File: src/rtl/sdram_arbit.sv
// sdram_arbit - SDRAM command-bus arbiter.
//
// Sits between the init, auto-refresh, write and read engines and the SDRAM
// pins. Only the init engine drives the bus until init completes. After that,
// one engine at a time owns the bus. Refresh always wins. Refresh requests
// that arrive during a burst are counted, and the burst owner is asked to
// break at its next burst boundary.
//
// Optional build macro: SDRAM_ARBIT_RR_EN
//   defined   - round-robin between write and read when both request
//   undefined - fixed priority, write over read
//
// Ports
//   clk, rst                          clock, synchronous active-high reset
//   init_cmd/addr/ba, init_end        init engine bus, init-complete pulse
//   aref_req, aref_cmd/addr, aref_end refresh request, refresh bus, done pulse
//   aref_en                           refresh grant
//   wr_req, wr_cmd/addr/ba, wr_end    write engine request, bus, done pulse
//   wr_en, wr_break                   write grant, break request
//   rd_*                              read engine equivalents
//   sdram_cmd/addr/ba                 registered pin outputs
//   arb_state                         one-hot state
//   aref_pend, aref_ovf               queued refreshes, sticky overflow
//
// state | meaning
// IDLE  | waiting for init_end, init engine drives pins
// ARBIT | one-cycle decision slot, NOP on pins
// AREF  | refresh engine owns the bus
// WRITE | write engine owns the bus
// READ  | read engine owns the bus
module sdram_arbit #(
    parameter int ADDR_W = 13,
    parameter int BA_W   = 2,
    parameter int CMD_W  = 4,
    parameter int PEND_W = 2
) (
    input  logic              clk,
    input  logic              rst,
    input  logic [CMD_W-1:0]  init_cmd,
    input  logic [ADDR_W-1:0] init_addr,
    input  logic [BA_W-1:0]   init_ba,
    input  logic              init_end,
    input  logic              aref_req,
    input  logic [CMD_W-1:0]  aref_cmd,
    input  logic [ADDR_W-1:0] aref_addr,
    input  logic              aref_end,
    output logic              aref_en,
    input  logic              wr_req,
    input  logic [CMD_W-1:0]  wr_cmd,
    input  logic [ADDR_W-1:0] wr_addr,
    input  logic [BA_W-1:0]   wr_ba,
    input  logic              wr_end,
    output logic              wr_en,
    output logic              wr_break,
    input  logic              rd_req,
    input  logic [CMD_W-1:0]  rd_cmd,
    input  logic [ADDR_W-1:0] rd_addr,
    input  logic [BA_W-1:0]   rd_ba,
    input  logic              rd_end,
    output logic              rd_en,
    output logic              rd_break,
    output logic [CMD_W-1:0]  sdram_cmd,
    output logic [ADDR_W-1:0] sdram_addr,
    output logic [BA_W-1:0]   sdram_ba,
    output logic [4:0]        arb_state,
    output logic [PEND_W-1:0] aref_pend,
    output logic              aref_ovf
);

    localparam logic [4:0] S_IDLE  = 5'b00001;
    localparam logic [4:0] S_ARBIT = 5'b00010;
    localparam logic [4:0] S_AREF  = 5'b00100;
    localparam logic [4:0] S_WRITE = 5'b01000;
    localparam logic [4:0] S_READ  = 5'b10000;

    localparam logic [CMD_W-1:0]  CMD_NOP  = CMD_W'(4'b0111);
    localparam logic [PEND_W-1:0] PEND_MAX = {PEND_W{1'b1}};

    logic [4:0]        state, next_state;
    logic [CMD_W-1:0]  cmd_nxt;
    logic [ADDR_W-1:0] addr_nxt;
    logic [BA_W-1:0]   ba_nxt;
    logic              pend_inc, pend_dec;

`ifdef SDRAM_ARBIT_RR_EN
    // 1 = write was granted last; resets to read so write wins first
    logic last_wr;

    always_ff @(posedge clk) begin
        if (rst)
            last_wr <= 1'b0;
        else if (state == S_ARBIT && next_state == S_WRITE)
            last_wr <= 1'b1;
        else if (state == S_ARBIT && next_state == S_READ)
            last_wr <= 1'b0;
    end
`endif

    // state register
    always_ff @(posedge clk) begin
        if (rst)
            state <= S_IDLE;
        else
            state <= next_state;
    end

    // next-state logic
    always_comb begin
        next_state = state;
        case (state)
            S_IDLE:  if (init_end) next_state = S_ARBIT;
            S_ARBIT: begin
                if (aref_pend != '0)
                    next_state = S_AREF;
                else if (wr_req && rd_req) begin
`ifdef SDRAM_ARBIT_RR_EN
                    next_state = last_wr ? S_READ : S_WRITE;
`else
                    next_state = S_WRITE;
`endif
                end
                else if (wr_req)
                    next_state = S_WRITE;
                else if (rd_req)
                    next_state = S_READ;
            end
            S_AREF:  if (aref_end) next_state = S_ARBIT;
            S_WRITE: if (wr_end)   next_state = S_ARBIT;
            S_READ:  if (rd_end)   next_state = S_ARBIT;
            default: next_state = S_IDLE;
        endcase
    end

    // outputs: grants from the current state, pin mux from the next state
    always_comb begin
        aref_en  = (state == S_AREF);
        wr_en    = (state == S_WRITE);
        rd_en    = (state == S_READ);
        cmd_nxt  = CMD_NOP;
        addr_nxt = '0;
        ba_nxt   = '0;
        case (next_state)
            S_IDLE:  begin cmd_nxt = init_cmd; addr_nxt = init_addr; ba_nxt = init_ba; end
            S_AREF:  begin cmd_nxt = aref_cmd; addr_nxt = aref_addr; end
            S_WRITE: begin cmd_nxt = wr_cmd;   addr_nxt = wr_addr;   ba_nxt = wr_ba;   end
            S_READ:  begin cmd_nxt = rd_cmd;   addr_nxt = rd_addr;   ba_nxt = rd_ba;   end
            default: ;
        endcase
    end

    assign arb_state = state;

    always_ff @(posedge clk) begin
        if (rst) begin
            sdram_cmd  <= CMD_NOP;
            sdram_addr <= '0;
            sdram_ba   <= '0;
            wr_break   <= 1'b0;
            rd_break   <= 1'b0;
        end else begin
            sdram_cmd  <= cmd_nxt;
            sdram_addr <= addr_nxt;
            sdram_ba   <= ba_nxt;
            // drops in the same edge the owner leaves its state
            wr_break   <= (next_state == S_WRITE) && (aref_pend != '0);
            rd_break   <= (next_state == S_READ)  && (aref_pend != '0);
        end
    end

    // a refresh completing while another is requested leaves the count unchanged
    assign pend_inc = aref_req;
    assign pend_dec = aref_end && (state == S_AREF);

    always_ff @(posedge clk) begin
        if (rst) begin
            aref_pend <= '0;
            aref_ovf  <= 1'b0;
        end else if (pend_inc && !pend_dec) begin
            if (aref_pend == PEND_MAX)
                aref_ovf <= 1'b1;
            else
                aref_pend <= aref_pend + 1'b1;
        end else if (pend_dec && !pend_inc && aref_pend != '0) begin
            aref_pend <= aref_pend - 1'b1;
        end
    end

endmodule
File: config.mk
export PLATFORM = sky130hd
export DESIGN_NAME = sdram_arbit
export DESIGN_NICKNAME = d
export VERILOG_FILES = /design/src/rtl/sdram_arbit.sv
export SDC_FILE = /design/constraint.sdc
export NUM_CORES = 1
export LEC_CHECK = 0
export CAP_MARGIN = 20
export CORE_ASPECT_RATIO = 1.75
export CORE_MARGIN = 4
export CORE_UTILIZATION = 32
export CTS_CLUSTER_DIAMETER = 50
export DETAILED_ROUTE_END_ITERATION = 8
export PLACE_DENSITY_LB_ADDON = 0.05
export REMOVE_ABC_BUFFERS = 1
export SYNTH_ARGS = -nofsm -noshare
export SYNTH_HDL_FRONTEND = slang
export SYNTH_SLANG_ARGS = --single-unit
File: constraint.sdc
create_clock -name clk -period 2.3 [get_ports clk]
set_input_delay 0.46 -clock clk [delete_from_list [all_inputs] [get_ports clk]]
set_output_delay 0.46 -clock clk [all_outputs]
set_load 0.02 [all_outputs]
## After elaboration in Yosys (flattened, before gate mapping)

Cells that the tools add are included.

- Bits in read-only memories: 0
- Latch bits: 0
- Memories kept: 0
- Logic and storage cells: 49
- Bits in registers: 29
- Input port bits: 83
- Bits in writable memories: 0

- Div/mod/pow operators: 0
- Equal/unequal tests: 11
- Order comparisons: 0
- $mul: 0
- Reduce and logical (&&, ||, !) cells: 13
- Shift operators: 0
- Mux-type cells: 15
- Add/sub/neg operators: 2
- Bitwise gates (word level): 0

Operator list:

| kind | count |
|---|---|
| $pmux W13 S4 | 1 |
| $mux W5 | 8 |
| $pmux W5 S5 | 1 |
| $pmux W4 S4 | 1 |
| $eq A5 B1 Y1 const B | 2 |
| $eq A5 B3 Y1 const B | 2 |
| $eq A5 B4 Y1 const B | 2 |
| $eq A5 B5 Y1 const B | 2 |
| $logic_and A1 B1 Y1 | 7 |
| $mux W2 | 3 |
| $pmux W2 S3 | 1 |
| $eq A5 B2 Y1 const B | 1 |
| $reduce_and A2 Y1 | 2 |
| $reduce_bool A2 Y1 | 2 |
| $add A2 B1 Y2 const B | 1 |
| $eq A2 B2 Y1 const B | 1 |
| $logic_not A1 Y1 | 2 |
| $ne A2 B2 Y1 const B | 1 |
| $sub A2 B1 Y2 const B | 1 |

## Logic depth before layout (Yosys ltp)

Gate-level depths: netlist (run 1).

- Word-level depth: 7
- Mapped depth: 7

## Worst setup path before layout (run 1)

OpenSTA, ideal clock, no wires.

- Kind: flip-flop to flip-flop
- Start point: register state[3] (netlist: arb_state[3])
- End point: register sdram_addr[0]
- Arrival time: 2058 ps
- Cell stages (with the launch flop): 8
- Setup slack: 172 ps
- Buffers on the path: 2
- Data required time: 2230 ps
- Cells stage by stage: dfxtp_1 buf_6 or4b_4 or4_4 o21ai_4 buf_6 nand2_1 a21oi_1

- Word-level cells in the longest chain between the ends: 7
- Elaborated cells on any way between the ends: 19

Ends and longest elaborated chain:

| element | line | text |
|---|---|---|
| start, declared | 79 | `logic [4:0] state, next_state;` |
| start signal, assigned | 104 | `state <= next_state;` |
| $mux W5 | 124 | `else if (rd_req)` |
| $mux W5 | 122 | `else if (wr_req)` |
| $mux W5 | 115 | `else if (wr_req && rd_req) begin` |
| $mux W5 | 113 | `if (aref_pend != '0)` |
| $pmux W5 S5 * | 110 | `case (state)` |
| $eq A5 B5 Y1 (tied with other cells) | 142 | `case (next_state)` |
| $pmux W13 S4 * | 142 |  |
| end signal, assigned | 162 | `sdram_addr <= addr_nxt;` |
| end, declared | 63 | `output logic [ADDR_W-1:0] sdram_addr,` |

Mark *: on every way between the ends. The rest lies on a longest branch, timed or not.
A chain may end at the register's enable or synchronous reset.

## Final worst setup path (run 1)

- Start point: register state[0] (netlist: arb_state[0])
- End point: register sdram_addr[10]

The elaborated chain is that of the path after synthesis.

==> results of run 1 <==
## repair_timing
action	CTS	global route
cloned	0	0
resized for setup	2	3
hold buffers	0	0
endpoints found under the setup margin	1	2
## logic make-up (layout without fill, tap and decap cells)
logic type | after synthesis | after routing | share of synthesized area
AOI/OAI and AO/OA | 52 | 52 | 0.2716
DFF | 29 | 29 | 0.4173
muxes | 1 | 1 | 0.007195
and+or+nand+nor | 60 | 60 | 0.2302
xor gates and xnor gates | 2 | 2 | 0.01259
buffers and inverters | 15 | 138 | 0.06114
## metal layers
layer  vias up  global-route usage  share of wire
met1       777              0.1602           0.35
met5         -                   0              0
met2        79              0.3434           0.55
li1        843                   -              -
met4         0             0.07157          0.019
met3         8             0.05691          0.081
## cell usage in the layout, fill, tap and decap left out, types with 4 or more instances in the layout
master             n
nand4b_1           4
o21ai_0            4
inv_1              5
nor2_1             7
a22oi_1            5
a21oi_1           22
clkbuf_8           5
nand2_1           26
a222oi_1          14
buf_4              9
clkdlybuf4s50_1  112
dfxtp_1           28
## flip-flops by register name, indices dropped and copies added (netlist names)
name	flops
arb_state	5
aref_ovf	1
aref_pend	2
rd_break	1
sdram_addr	13
sdram_ba	2
sdram_cmd	4
wr_break	1
## through the flow
stage / std cells / hold WS (ns)
5_1_grt: 331 / 0.5271
3_3_place_gp: 323 / 0.4658
2_1_floorplan: 149 / 0.5291
6_report: 331 / 0.4817
3_5_place_dp: 323 / 0.4839
4_1_cts: 331 / 0.4980
## area by class of cell
cell class / count / area [um2] / share of cell area
inverters: 5 / 18.77 / 0.006865
clock buffers: 8 / 80.08 / 0.02929
multi-input cells: 115 / 742.0 / 0.2714
flip-flops and latches: 29 / 581.8 / 0.2128
repair buffers: 125 / 1250 / 0.4572
well taps: 49 / 61.31 / 0.02243
## power groups by stage
stage | logic, uW | registers [uW] | clock network, uW
final | 358 | 545 | 393
after global routing | 378 | 548 | 431
after CTS | 361 | 545 | 409
after detailed placement | 358 | 556 | 0
after global placement | 355 | 555 | 0
after floorplan | 78.0 | 591 | 0
## final timing paths
check | start | to | slack, ns | depth (start not counted)
max | arb_state[0] | sdram_addr[10] | 0.12 | 6
min reg2reg | aref_ovf | aref_ovf | 0.48 | 2
max reg2reg | arb_state[0] | sdram_addr[10] | 0.12 | 6
min | aref_ovf | aref_ovf | 0.48 | 2
## worst min-delay path, cell delays in order (launching register included)
cell,delay (ns)
dfxtp_1,0.33
a31oi_1,0.05
nor2_1,0.07
==> reports/metrics.yaml, run 1 <==
synth_top_cell_area_share: 0.4173
pwr-share-seq: 0.421
top_level_ports: 115
finalInstanceArea_um2: 2734
period_minus_slack_ns: 2.180
power_uw: 1296
maxCapViolations: 0
endpoint_kind: "register"
antenna_found_initial: 0
yosys.area.top_type: "dfxtp_1"
critPathTopFamily: "simple AND/OR/NAND/NOR gates"
switchingPower_uw: 329.1
cts_tree: "done"
post_dp_cell_area_um2: 2640
mappedNetlistArea_um2: 1391
grt_overflow: 0
nets: 364
htreeDepth: 2
tns_ns: 0
drive_gt1_frac: 0.1064
antenna_left: 0
die_x_um: 57.85
holdCritPathClass: "reg -> reg"
worst_slack_ns: 0.1196
finalWirelength_um: 5115
area_delta_synth_final_pct: 96.49
peakVddDrop_mv: 0.3981
status: "completed"
grt_pass1_wl_um: 7521
startpoint_type: "register"
numPortBuffers: 114
grt_start_max_net_pins: 21
synth_flop_cell: "dfxtp_1"
synthesis.instances: 159
synth-async-reset-ratio: 0
path_max_fanout: 14
drtIter0Drc: 66
fin_util: 0.6526
swShare: 0.2540
p_comb_frac: 0.276
final.setup_skew_ns: 0.004868
vias_per_cell: 5.157
post_drt_wl_per_cell_um: 15.45
initial_core_util: 0.3321
rows: 31
cp_cell_sequence: "or4b_4, or2_2, o31ai_2, buf_4, a222oi_1, a21oi_1"
required_ns: 2.50
grt_setup_unrepaired: "false"
place_hpwl_um: 4005
cts_made_buffers: 5
finalCritPeriodShare: 0.9480
finalHoldViolations: 0
dieArea_um2: 5509
clkPwrFrac: 0.303
n_fill_cell: 352
clk_path_buf_depth: 2
synthTopCellsByArea: "dfxtp_1, a222oi_1, a21oi_1"
clock_sinks: 29
ys_seq_area_frac: 0.4173
fmax_ghz: 0.4586
leakage_uw: 0.001053
slew_violations: 0
die_h_um: 95.23
crit_buf_inv: 1
place_ws_ns: 0.1182
track_usage: 0.1758
crit_type: "reg -> reg"
synth_cell_type_count: 35
detail_route.drc_violations: 0
setup_violations: 0
n_antenna_cell: 0
internal_power_uw: 966.6
slowest_stage: "or4b_4"
postCtsSetupRepairBufs: 0
synth.top_cells.by_count: "dfxtp_1, nand2_1, a21oi_1, a222oi_1, nor2_1"
path_clk_slew_ns: 0.06
worstPathArrival_ns: 2.38
power-per-cell-area_nw_per_um2: 473.9
slew-limit-headroom: 0.7546
avgSynthCellArea_um2: 8.751
vias: 1707
worstMarginPinSlew_ns: 0.3629
synth_edf_count: 0
ys_warn_count: 0
max_stage_delay_ns: 0.58
clk_latency_ns: 0.27
cts-root-buf: "clkbuf_8"
synth.most_common_cell: "dfxtp_1"
core_area_um2: 4189
drt-pass1-iter-count: 6
grt_pass1_vias: 1739
gp_congestion: 0.8562
ys_seq_elements: 29
No activity file was read; power rests on OpenSTA's default activity.
==> run 2: changes to the inputs <==
--- a/constraint.sdc
+++ b/constraint.sdc
@@ -3,2 +3,2 @@
 set_output_delay 0.46 -clock clk [all_outputs]
-set_load 0.02 [all_outputs]
+set_load 0.1 [all_outputs]
==> run 2 against run 1 <==
Against the previous run:
- clock skew increased by 0.0018 ns
- die area is the same
- flip-flop and latch count stayed put
- via count down 0.47%
- combinational power is 44% higher
- wire length down 0.72%
- worst hold slack about the same
- non-clock buffer count is the same
- final cell count down 0.60%
- critical path depth unchanged
==> reports/metrics.yaml, run 2 (synthesis results as in run 1) <==
grt_pass1_wl_um: 7507  # was 7521 um
drt-pass1-iter-count: 5  # was 6
drive_gt1_frac: 0.2143  # was 0.1064
grt_overflow: 0  # unchanged
whs_ns: 0.4818  # was 0.4817 ns
cts-root-buf: "clkbuf_8"  # unchanged
dr.max_layer_used: "met4"  # unchanged
clk_latency_ns: 0.28  # was 0.27 ns
place_hpwl_um: 3976  # was 4005 um
antenna_left: 0  # unchanged
detail_route.drc_violations: 0  # unchanged
path_max_fanout: 10  # was 14
peakVddDrop_mv: 0.4921  # was 0.3981 mV
area_delta_synth_final_pct: 92.00  # was 96.49%
fmax_ghz: 0.4739  # was 0.4586 GHz
htreeDepth: 2  # unchanged
power_uw: 1444  # was 1296 uW
grt_pass1_vias: 1686  # was 1739
endpoint_kind: "register"  # unchanged
slew-limit-headroom: 0.7520  # was 0.7546
nets: 364  # unchanged
setup_violations: 0  # unchanged
core_area_um2: 4189  # unchanged
finalWirelength_um: 5078  # was 5115 um
finalCritPeriodShare: 0.9175  # was 0.9480
n_antenna_cell: 0  # unchanged
drt-met1-wl_um: 1776  # was 1796 um
status: "completed"  # unchanged
holdCritPathClass: "reg -> reg"  # unchanged
cts_made_buffers: 5  # unchanged
maxCapViolations: 0  # unchanged
initial_core_util: 0.3321  # unchanged
grt_setup_unrepaired: "false"  # unchanged
cts_tree: "done"  # unchanged
postCtsSetupRepairBufs: 0  # unchanged
fin_util: 0.6377  # was 0.6526
hold_buffers: 0  # unchanged
required_ns: 2.51  # was 2.50 ns
vias_per_cell: 5.164  # was 5.157
final.setup_skew_ns: 0.006687  # was 0.004868 ns
finalHoldViolations: 0  # unchanged
top_level_ports: 115  # unchanged
die_h_um: 95.23  # unchanged
dr_wl_met2_um: 2783  # was 2805 um
dieArea_um2: 5509  # unchanged
worstPathArrival_ns: 2.32  # was 2.38 ns
gp_congestion: 0.8567  # was 0.8562
clock_sinks: 29  # unchanged
period_minus_slack_ns: 2.110  # was 2.180 ns
grt_start_max_net_pins: 21  # unchanged
slew_violations: 0  # unchanged
vias: 1699  # was 1707
numPortBuffers: 114  # unchanged
path_clk_slew_ns: 0.06  # about the same
largest_register_ffs: 13  # unchanged
final_common_cell: "clkdlybuf4s50_1"  # unchanged
cts_resized: 0  # was 2
crit_type: "reg -> reg"  # unchanged
startpoint_type: "register"  # unchanged
wl_met3_um: 410  # was 413 um
die_x_um: 57.85  # unchanged
clk_path_buf_depth: 2  # unchanged
track_usage: 0.1791  # was 0.1758
regMostFlops: "sdram_addr"  # unchanged
drtIter0Drc: 91  # was 66
leakage_uw: 0.001089  # was 0.001053 uW
worstMarginPinSlew_ns: 0.3687  # was 0.3629 ns
rows: 31  # unchanged
final_cell_mix: "clkdlybuf4s50_1, buf_4, dfxtp_1, nand2_1, a21oi_1"  # was clkdlybuf4s50_1, dfxtp_1, nand2_1, a21oi_1, a222oi_1
post_drt_wl_per_cell_um: 15.43  # was 15.45 um
power-per-cell-area_nw_per_um2: 540.5  # was 473.9 nW/um2
antenna_found_initial: 0  # unchanged
[run 2: cell types whose count changed in the layout (fill, tap and decap cells not counted), sizes merged]
cell | before | now
buf | 11 | 43
clkbuf | 8 | 5
clkdlybuf4s50 | 112 | 82
clkinv | 0 | 1
dlygate4sd2 | 1 | 0
dlymetal6s2s | 1 | 0
[run 2: worst max-delay path, stage by stage (launching register included)]
cell      delay (ns)
dfxtp_1         0.38
or4b_4          0.57
or2_2           0.33
o31ai_2         0.27
buf_4           0.22
a222oi_1        0.11
a21oi_1         0.16
[run 2: through the flow]
stage                     instance area [um2]  instances  setup TNS, ns  worst slack [ns]
after floorplan                          1325        149         -25.72            -1.287
after global placement                   2597        323              0            0.1680
after detailed placement                 2597        323              0            0.1675
after CTS                                2671        329              0            0.1724
after global routing                     2671        329              0           0.07634
final                                    2671        329              0            0.1898
[run 2: area by class of cell]
cell class / count / area [um2]
clock buffers: 5 / 68.82
clock inverters: 1 / 5.005
fillers: 382 / 1518
inverters: 5 / 18.77
multi-input cells: 115 / 730.7
flip-flops and latches: 29 / 580.6
well taps: 49 / 61.31
repair buffers: 125 / 1206
[run 2: per-layer routing]
layer  up-vias  GRT usage
met4         0    0.08317
li1        842          -
met2        87     0.3340
met5         -          0
met3         8    0.05827
met1       762     0.1726
[run 2: path summary, 6_finish.rpt]
kind	from	endpoint	slack, ns	cells after the start
max	arb_state[0]	sdram_addr[0]	0.19	6
min	aref_ovf	aref_ovf	0.48	2
max reg2reg	arb_state[0]	sdram_addr[0]	0.19	6
min reg2reg	aref_ovf	aref_ovf	0.48	2
[run 2: where the power goes]
part	switching [uW]	internal, uW
Combinational	306	210
Sequential	14.1	531
Clock	185	198
==> run 3: changes to the inputs <==
SLEW_MARGIN = 20   (was unset)
==> results of run 3 <==
The final DEF is identical to that of run 2; final timing and power are the same.
==> RTL edit (flow settings as in run 1) <==
Build with the macro `SDRAM_ARBIT_RR_EN` defined.
--- a/src/rtl/sdram_arbit.sv
+++ b/src/rtl/sdram_arbit.sv
@@ -28,6 +28,8 @@
 // AREF  | refresh engine owns the bus
 // WRITE | write engine owns the bus
 // READ  | read engine owns the bus
+`define SDRAM_ARBIT_RR_EN
+
 module sdram_arbit #(
     parameter int ADDR_W = 13,
     parameter int BA_W   = 2,
Behaviour: not the same (a bounded check fails within 10 cycles, from zero or initial values and one cycle with rst high).
==> RTL edit against run 1 <==
  * Routed wire length increased by 7.9%
  * Total power increased by 14%
  * Count of clock-buffer cells in the layout decreased by 2
  * Final area increased by 7.2%
  * Critical path type is now reg -> out
  * Sequential cell count increased by 1
  * Synthesized area increased by 12%
  * Global-route usage increased by 0.90 points
  * Setup slack got worse by 0.040 ns
  * Sequential power increased by 4.2%
  * Largest power group unchanged
==> RTL edit: results (changes against run 1) <==
route:
  drt-total-wl_um: 5521  # was 5115 µm
  wl_met2_um: 3273  # was 2805 µm
  met1Wirelength_um: 1737  # was 1796 µm
  met3_length_um: 485  # was 413 µm
  detail_route.vias_per_cell: 5.304  # was 5.157
  firstDrtPassIters: 4  # was 6
  first_iter_violations: 108  # was 66
critical_path:
  arrival_ns: 1.76  # was 2.38 ns
  worst_setup_path_endpoint: "wr_en"  # was sdram_addr[10]
  timing.reg2reg.setup_slack_ns: 0.39  # was 0.12 ns
  critical_path.startpoint: "arb_state[4]"  # was arb_state[0]
  rr_startpoint: "aref_pend[0]"  # was arb_state[0]
synthesis:
  yosys.area_share.xor_xnor: 0.01125  # was 0.01259
  synth-compound-area-share: 0.2974  # was 0.2716
  yosys-top-cells-count: "30 x sky130_fd_sc_hd__dfxtp_1, 22 x sky130_fd_sc_hd__inv_1, 16 x sky130_fd_sc_hd__a222oi_1, 14 x sky130_fd_sc_hd__o22ai_1, 8 x sky130_fd_sc_hd__nand2_1"  # was 29 x sky130_fd_sc_hd__dfxtp_1, 26 x sky130_fd_sc_hd__nand2_1, 22 x sky130_fd_sc_hd__a21oi_1, 14 x sky130_fd_sc_hd__a222oi_1, 7 x sky130_fd_sc_hd__nor2_1
status:
  result_of_the_run: "finished clean"  # unchanged
timing:
  final.hold.worst_slack_ns: 0.4760  # was 0.4817 ns
  fmaxAchievable_mhz: 450.3  # was 458.6 MHz
  slew_headroom: 0.7566  # was 0.7546
  maximum_clock_skew_at_final_layout_ns: 0.005106  # was 0.004868 ns
global_routing:
  use_met1: 0.1697  # was 0.1602
  first_global_vias: 1904  # was 1739
  grt_util_met3: 0.06435  # was 0.05691
layout:
  drive_gt1_frac: 0.1160  # was 0.1064
  nFillCells: 443  # was 352
placed_design:
  dp_cells: 338  # was 323
  place_ws_ns: -0.02546  # was 0.1182 ns
  dp_hpwl_um: 4451  # was 4005 µm
power:
  static_leakage_uw: 0.001144  # was 0.001053 µW
==> RTL edit: cell count changes after synthesis, sizes merged, moves of 3 or more <==
cell,run 1,this run
o22ai,1,14
a221oi,0,3
buf,5,8
nand2,26,8
inv,5,23
clkbuf,5,2
o211ai,0,4
a22oi,5,1
nand2b,0,4
a21oi,22,6
==> RTL edit: report_power, final <==
group	internal [µW]	leakage (µW)	switching, µW
sequential	548	0.000246	20.6
combinational	235	0.000841	141
clock	346	0.0000573	183
==> RTL edit: critical path: stages (launching register included) <==
cell and delay [ns]:
sky130_fd_sc_hd__dfxtp_1 0.32, sky130_fd_sc_hd__buf_4 0.17, sky130_fd_sc_hd__nor2_1 0.14, sky130_fd_sc_hd__and3_1 0.24, sky130_fd_sc_hd__clkdlybuf4s50_1 0.62
==> RTL edit: layout make-up <==
cell class              count  area share
repair buffers            127      0.4362
multi-input cells         106      0.2676
flip-flops and latches     30      0.2061
inverters                  23     0.02945
clock buffers               6     0.02817
well taps                  52     0.02219
clock inverters             1     0.01024
